## config.mk

```make
export PLATFORM = sky130hd
export DESIGN_NAME = fetch_seq
export DESIGN_NICKNAME = d
export VERILOG_FILES = /design/src/rtl/fetch_seq.sv
export SDC_FILE = /design/constraint.sdc
export NUM_CORES = 1
export LEC_CHECK = 0
export CAP_MARGIN = 10
export CORE_MARGIN = 5
export CORE_UTILIZATION = 40
export CTS_CLUSTER_DIAMETER = 120
export DETAILED_ROUTE_END_ITERATION = 8
export PLACE_DENSITY = 0.8
export SYNTH_ARGS = -nofsm -noshare
export SYNTH_HDL_FRONTEND = slang
export SYNTH_SLANG_ARGS = --single-unit
```

## constraint.sdc

```tcl
create_clock -name Clk -period 3.06 [get_ports Clk]
set_input_delay 0.459 -clock Clk [delete_from_list [all_inputs] [get_ports Clk]]
set_output_delay 0.459 -clock Clk [all_outputs]
set_load 0.005 [all_outputs]
```

## src/rtl/fetch_seq.sv

```systemverilog
// fetch_seq: program-counter sequencer with BNE / JR-target handling.
// Optional executed-cycle counter enabled by FETCH_SEQ_CYCLE_CNT_EN.
module fetch_seq #(
  parameter int PC_W = 10
) (
  input  logic            Clk,
  input  logic            Reset,
  input  logic            Start,
  input  logic [PC_W-1:0] start_addr,
  input  logic            is_branch,
  input  logic            branch_taken,
  input  logic            jump_en,
  input  logic [PC_W-1:0] jump_target,
  input  logic            Halt,
  output logic [PC_W-1:0] pc,
  output logic            read_jump,
  output logic            running,
  output logic            Done,
  output logic [15:0]     cycle_count
);

  typedef enum logic [1:0] {
    IDLE,
    RUN,
    JWAIT,
    DONE
  } state_t;

  state_t          state;
  state_t          state_nx;
  logic [PC_W-1:0] pc_nx;
  logic            start_ok;

  // JWAIT always takes jump_target; a missing jump_en is treated as set,
  // so the input carries no extra information here.
  logic unused_jump_en;
  assign unused_jump_en = jump_en;

  assign start_ok = Start && ((state == IDLE) || (state == DONE));

  // State register
  always_ff @(posedge Clk) begin
    if (Reset) state <= IDLE;
    else       state <= state_nx;
  end

  // PC register
  always_ff @(posedge Clk) begin
    if (Reset) pc <= '0;
    else       pc <= pc_nx;
  end

  // Next state and next pc
  always_comb begin
    state_nx = state;
    pc_nx    = pc;
    unique case (state)
      IDLE, DONE: begin
        if (Start) begin
          state_nx = RUN;
          pc_nx    = start_addr;
        end
      end
      RUN: begin
        if (Halt) begin
          state_nx = DONE;
        end else if (is_branch && branch_taken) begin
          state_nx = JWAIT;
          pc_nx    = pc + PC_W'(1);
        end else if (is_branch) begin
          pc_nx    = pc + PC_W'(2);
        end else begin
          pc_nx    = pc + PC_W'(1);
        end
      end
      JWAIT: begin
        state_nx = RUN;
        pc_nx    = jump_target;
      end
      default: begin
        state_nx = IDLE;
      end
    endcase
  end

  // Moore outputs
  always_comb begin
    read_jump = 1'b0;
    running   = 1'b0;
    Done      = 1'b0;
    unique case (state)
      IDLE:  ;
      RUN:   running = 1'b1;
      JWAIT: begin
        running   = 1'b1;
        read_jump = 1'b1;
      end
      DONE:  Done = 1'b1;
      default: ;
    endcase
  end

`ifdef FETCH_SEQ_CYCLE_CNT_EN
  logic [15:0] cnt;

  // Saturating count of cycles spent executing
  always_ff @(posedge Clk) begin
    if (Reset)
      cnt <= '0;
    else if (start_ok)
      cnt <= '0;
    else if (running && (cnt != 16'hFFFF))
      cnt <= cnt + 16'd1;
  end

  assign cycle_count = cnt;
`else
  logic unused_start_ok;
  assign unused_start_ok = start_ok;
  assign cycle_count = '0;
`endif

endmodule

```

Word-level counts from Yosys, hierarchy flattened:

Index checks and enable logic that the tools add are counted.
W data, S select, Z words.

* bits in registers: 12
* input bits: 27
* output and inout bits: 29
* word-level logic and storage cells: 28

* add/sub/neg operators: 2
* equality and inequality tests: 6
* muxes and demuxes: 12
* reduce and logical (&&, ||, !) cells: 6

Operators by type and width (number)
* $mux W10: 4
* $pmux W10 S3: 1
* $add A10 B1 Y10 const B: 1
* $add A10 B2 Y10 const B: 1
* $mux W2: 3
* $pmux W2 S3: 1
* $eq A2 B2 Y1 const B: 2
* $ne A2 B2 Y1 const B: 2
* $reduce_and A2 Y1: 2
* $reduce_or A2 Y1: 2
* $mux W1: 3
* $ne A3 B3 Y1 const B: 1
* $eq A2 B1 Y1 const B: 1
* $logic_not A2 Y1: 1
* $logic_and A1 B1 Y1: 1

Depth between registers and ports, before layout:

Gate-level depths: netlist of the first run.

* word-level depth: 5
* mapped depth: 8
* depth with buffers taken out: 7

Worst setup path after synthesis of the first run:

OpenSTA, ideal clock, no wires.

* kind: register to register
* from: reg state[0]
* to: reg pc[3]
* setup time: 0.095 ns
* data arrival time: 1.632 ns
* data required time: 2.965 ns
* setup slack: 1.332 ns
* stages on the path, launching flop included: 7
* buffers on the path: 0
* path through: dfxtp_1 inv_1 ha_1 nor2b_1 a21oi_1 o21ai_0 a221oi_1

* longest elaborated chain between the ends: 4

Ends and longest elaborated chain
* from (decl): line 29 `state_t state;`
* from (signal assigned): line 44 `else state <= state_nx;`
* $eq A2 B2 Y1 / $logic_not A2 Y1 (equally long branches): line 57 `unique case (state)`
* $reduce_or A2 Y1: line 57
* $ne A2 B2 Y1 (no line)
* $reduce_and A2 Y1 (no line)
* to (signal assigned): line 50 `else pc <= pc_nx;`
* to (decl): line 15 `output logic [PC_W-1:0] pc,`

Parallel ways exist; a longest one is shown, timed or not.
A chain may end at the register's enable or synchronous reset.

Worst setup path after layout of the first run:

* from: reg state[0]
* to: out running

* longest elaborated chain between the ends: 3

Ends and longest elaborated chain
* $eq A2 B2 Y1 / $eq A2 B1 Y1 (equally long branches): line 91 `unique case (state)`
* $reduce_or A2 Y1 (no line) *
* $mux W1 *: line 91
* to (decl): line 17 `output logic running,`

Every way passes the cells marked *; elsewhere a longest branch is shown, timed or not.

==> metrics, run 1 <==
CORE AREA 2710 sq um; gr usage total 0.161; DP Wirelength between 2000 and 2500 um; GR Layer Usage met3 0.0396; die width 62.9 um; CTS resizes 0; TritonCTS Buffers 3; Max Cap Viol 0; proportion of layout cells with a drive suffix above 1 0.0503; Die Height around 63 um; final worst slack 450 ps; commonest non-fill, non-tap cell in the layout clkdlybuf4s50_1; fin crit share 0.853; area added between synthesis and finish 30.8%; commonest register cell after synthesis dfxtp_1; gr ovfl total 0; Setup-failing EPs final 0; number of fill cells between 200 and 300; H-tree levels 1; CP Launch Type flop; critical-path cell list inv_1 > ha_1 > inv_1 > clkdlybuf4s50_1; status completed; Worst Tran Pin Value about 750 ps; routability cong. approximately 0.90; ranking of synthesized cells by area dfxtp_1 21%, buf_4 11%, a21oi_1 5.8%; largest stage delay on the critical path roughly 580 ps; Final ANT Viol Nets 0; RSZ-0062 raised after global routing no; CTS tree built; commonest cells after routing, fill and taps aside 38 x clkdlybuf4s50_1, 16 x conb_1, 13 x a21oi_1, 13 x nand2_1, 12 x dfxtp_1; worst IR drop on VDD around 0.29 mV; Skew-Pair Late Insertion Delay 280 ps; Final Routed Wirelength around 3200 um; Site Rows 19; largest net degree at the start of global routing 15; vias post-DR ~1200; critical path's slowest cell clkdlybuf4s50_1; fmax approximately 380 MHz; mean area per synthesized cell about 7.6 sq um; top cell type's share of synthesized area 0.215; first-pass GRT wire length between 5000 and 6000 um; worst clock skew ~3.4 ps; CP Data Arrival Time around 2200 ps; Synth cell types between 40 and 50; Port Buffer Count 38; fraction of registers with async set/reset 0; initial antenna violation count 0; Fin. Hold Viols 0; routed length per instance 15.2 um; met1 global-route usage 0.217; Finished Core Util 0.540; setup TNS 0 ps; CP Buf/Inv Count 3; pwr dens ~430 nW/um^2; starting density of the core 0.413; Worst Path Required roughly 2600 ps; via density per instance around 5.8; Min-Delay Path Class reg2reg; clk sinks 12; Synth area leader dfxtp_1; grt peak-use layer met2; Post-route DRC 0; met2 GRT Util 0.247; R2R setup slack between 600 and 700 ps; root buffer cell clkbuf_4; initial drt markers 50; layout net count around 210; CTS clk-pin slew, worst paths about 80 ps; most used cell, CP inv_1; pre-CTS setup slack 724 ps; cell area after technology mapping between 1000 and 1500 sq um; Slew Viols, Final 0; Ant. Diodes 0; vias in the first global route 1167; register area share after synthesis 0.215; minimum clock period 2610 ps; critical path type reg2out; hold bufs inserted after CTS 0; # IOs 56; Warnings, synthesis 0; crit-path leading delay family buffers and inverters; clk buf depth 2; EDFF count, synth 0; drt pass-1 iters 4; die area around 4000 sq um; post-CTS setup buffer count 0; worst-path maximum fanout 13; cell count after synthesis about 150; slew margin rel. 0.499; Lkg Pwr approximately 0.57 nW; Worst Setup End Kind output pin; #FFs+latches synth 12
==> through the flow <==
step           power, mW  hold WS [ps]  instances  area (sq um)
6_report           0.634           529        210          1460
5_1_grt            0.683           545        210          1460
4_1_cts            0.637           532        210          1460
3_5_place_dp       0.534           518        207          1440
3_3_place_gp       0.528           505        207          1440
2_1_floorplan      0.415           488        162          1170
==> layer usage <==
layer  routed length [um]  up-vias
met2                 1550       61
met5                    0        -
met1                 1340      567
li1                     -      578
met4                   50        0
met3                  258        7
==> tightest hold or removal path: stages, from the launching register on <==
cell and delay (ps):
dfxtp_1 340, o21ai_0 80, a21oi_1 60
==> flip-flops by register name, indices dropped and copies added (netlist names) <==
register / flops
pc: 10
state: 2
==> power breakdown <==
part	internal [mW]	switching, mW	leakage, nW
logic	0.156	0.150	0.452
registers	0.183	0.0443	0.0991
clock network	0.0456	0.0551	0.0138
total	0.385	0.249	0.565
==> area by class of cell <==
class | instances | area (sq um) | share of cell area
Multi-Input combinational cell | 122 | 766 | 0.524
Timing Repair Buffer | 38 | 380 | 0.260
Sequential cell | 12 | 240 | 0.164
Tap cell | 31 | 38.8 | 0.0265
Clock buffer | 3 | 22.5 | 0.0154
Inverter | 4 | 15.0 | 0.0103
==> final timing paths <==
check	start	endpoint	depth (start not counted)
worst min-delay path	pc[5]$_SDFFE_PP0P_	pc[5]$_SDFFE_PP0P_	2
worst min register to register	pc[5]$_SDFFE_PP0P_	pc[5]$_SDFFE_PP0P_	2
worst max-delay path	state[0]$_SDFFE_PP0P_	running	4
worst max register to register	state[0]$_SDFFE_PP0P_	pc[3]$_SDFFE_PP0P_	6
==> cell families (layout without fill, tap and decap cells) <==
kind of cell    after synthesis  in the layout  share of synthesized area
compound gates               51             51                      0.324
other cells                   1             16                    0.00335
fa+ha+maj                     5              5                     0.0559
xor+xnor                      4              4                     0.0313
simple gates                 44             44                      0.200
mux                           2              2                     0.0190
buf+inv                      28             45                      0.151
flops                        12             12                      0.215
==> cells in the mapped netlist, types with 2 or more instances <==
| cell type | count |
|---|---|
| a211oi_1 | 3 |
| a21oi_1 | 13 |
| a221o_1 | 2 |
| a221oi_1 | 2 |
| a22oi_1 | 2 |
| and3_1 | 4 |
| buf_2 | 3 |
| buf_4 | 16 |
| clkbuf_1 | 4 |
| dfxtp_1 | 12 |
| ha_1 | 5 |
| inv_1 | 4 |
| nand2_1 | 13 |
| nand2b_1 | 2 |
| nand3_1 | 2 |
| nand4_1 | 2 |
| nor2_1 | 9 |
| nor2b_1 | 3 |
| nor3_1 | 3 |
| o2111ai_1 | 4 |
| o21ai_0 | 11 |
| o221ai_1 | 2 |
| xnor2_1 | 3 |
No activity file was read; power rests on OpenSTA's default activity.
==> run 2: changes to the inputs <==
Settings changed: ABC_CLOCK_PERIOD_IN_PS from default to 3060.
==> results of run 2 <==
Same layout as run 1: the final DEF is identical, and so are final timing and power.
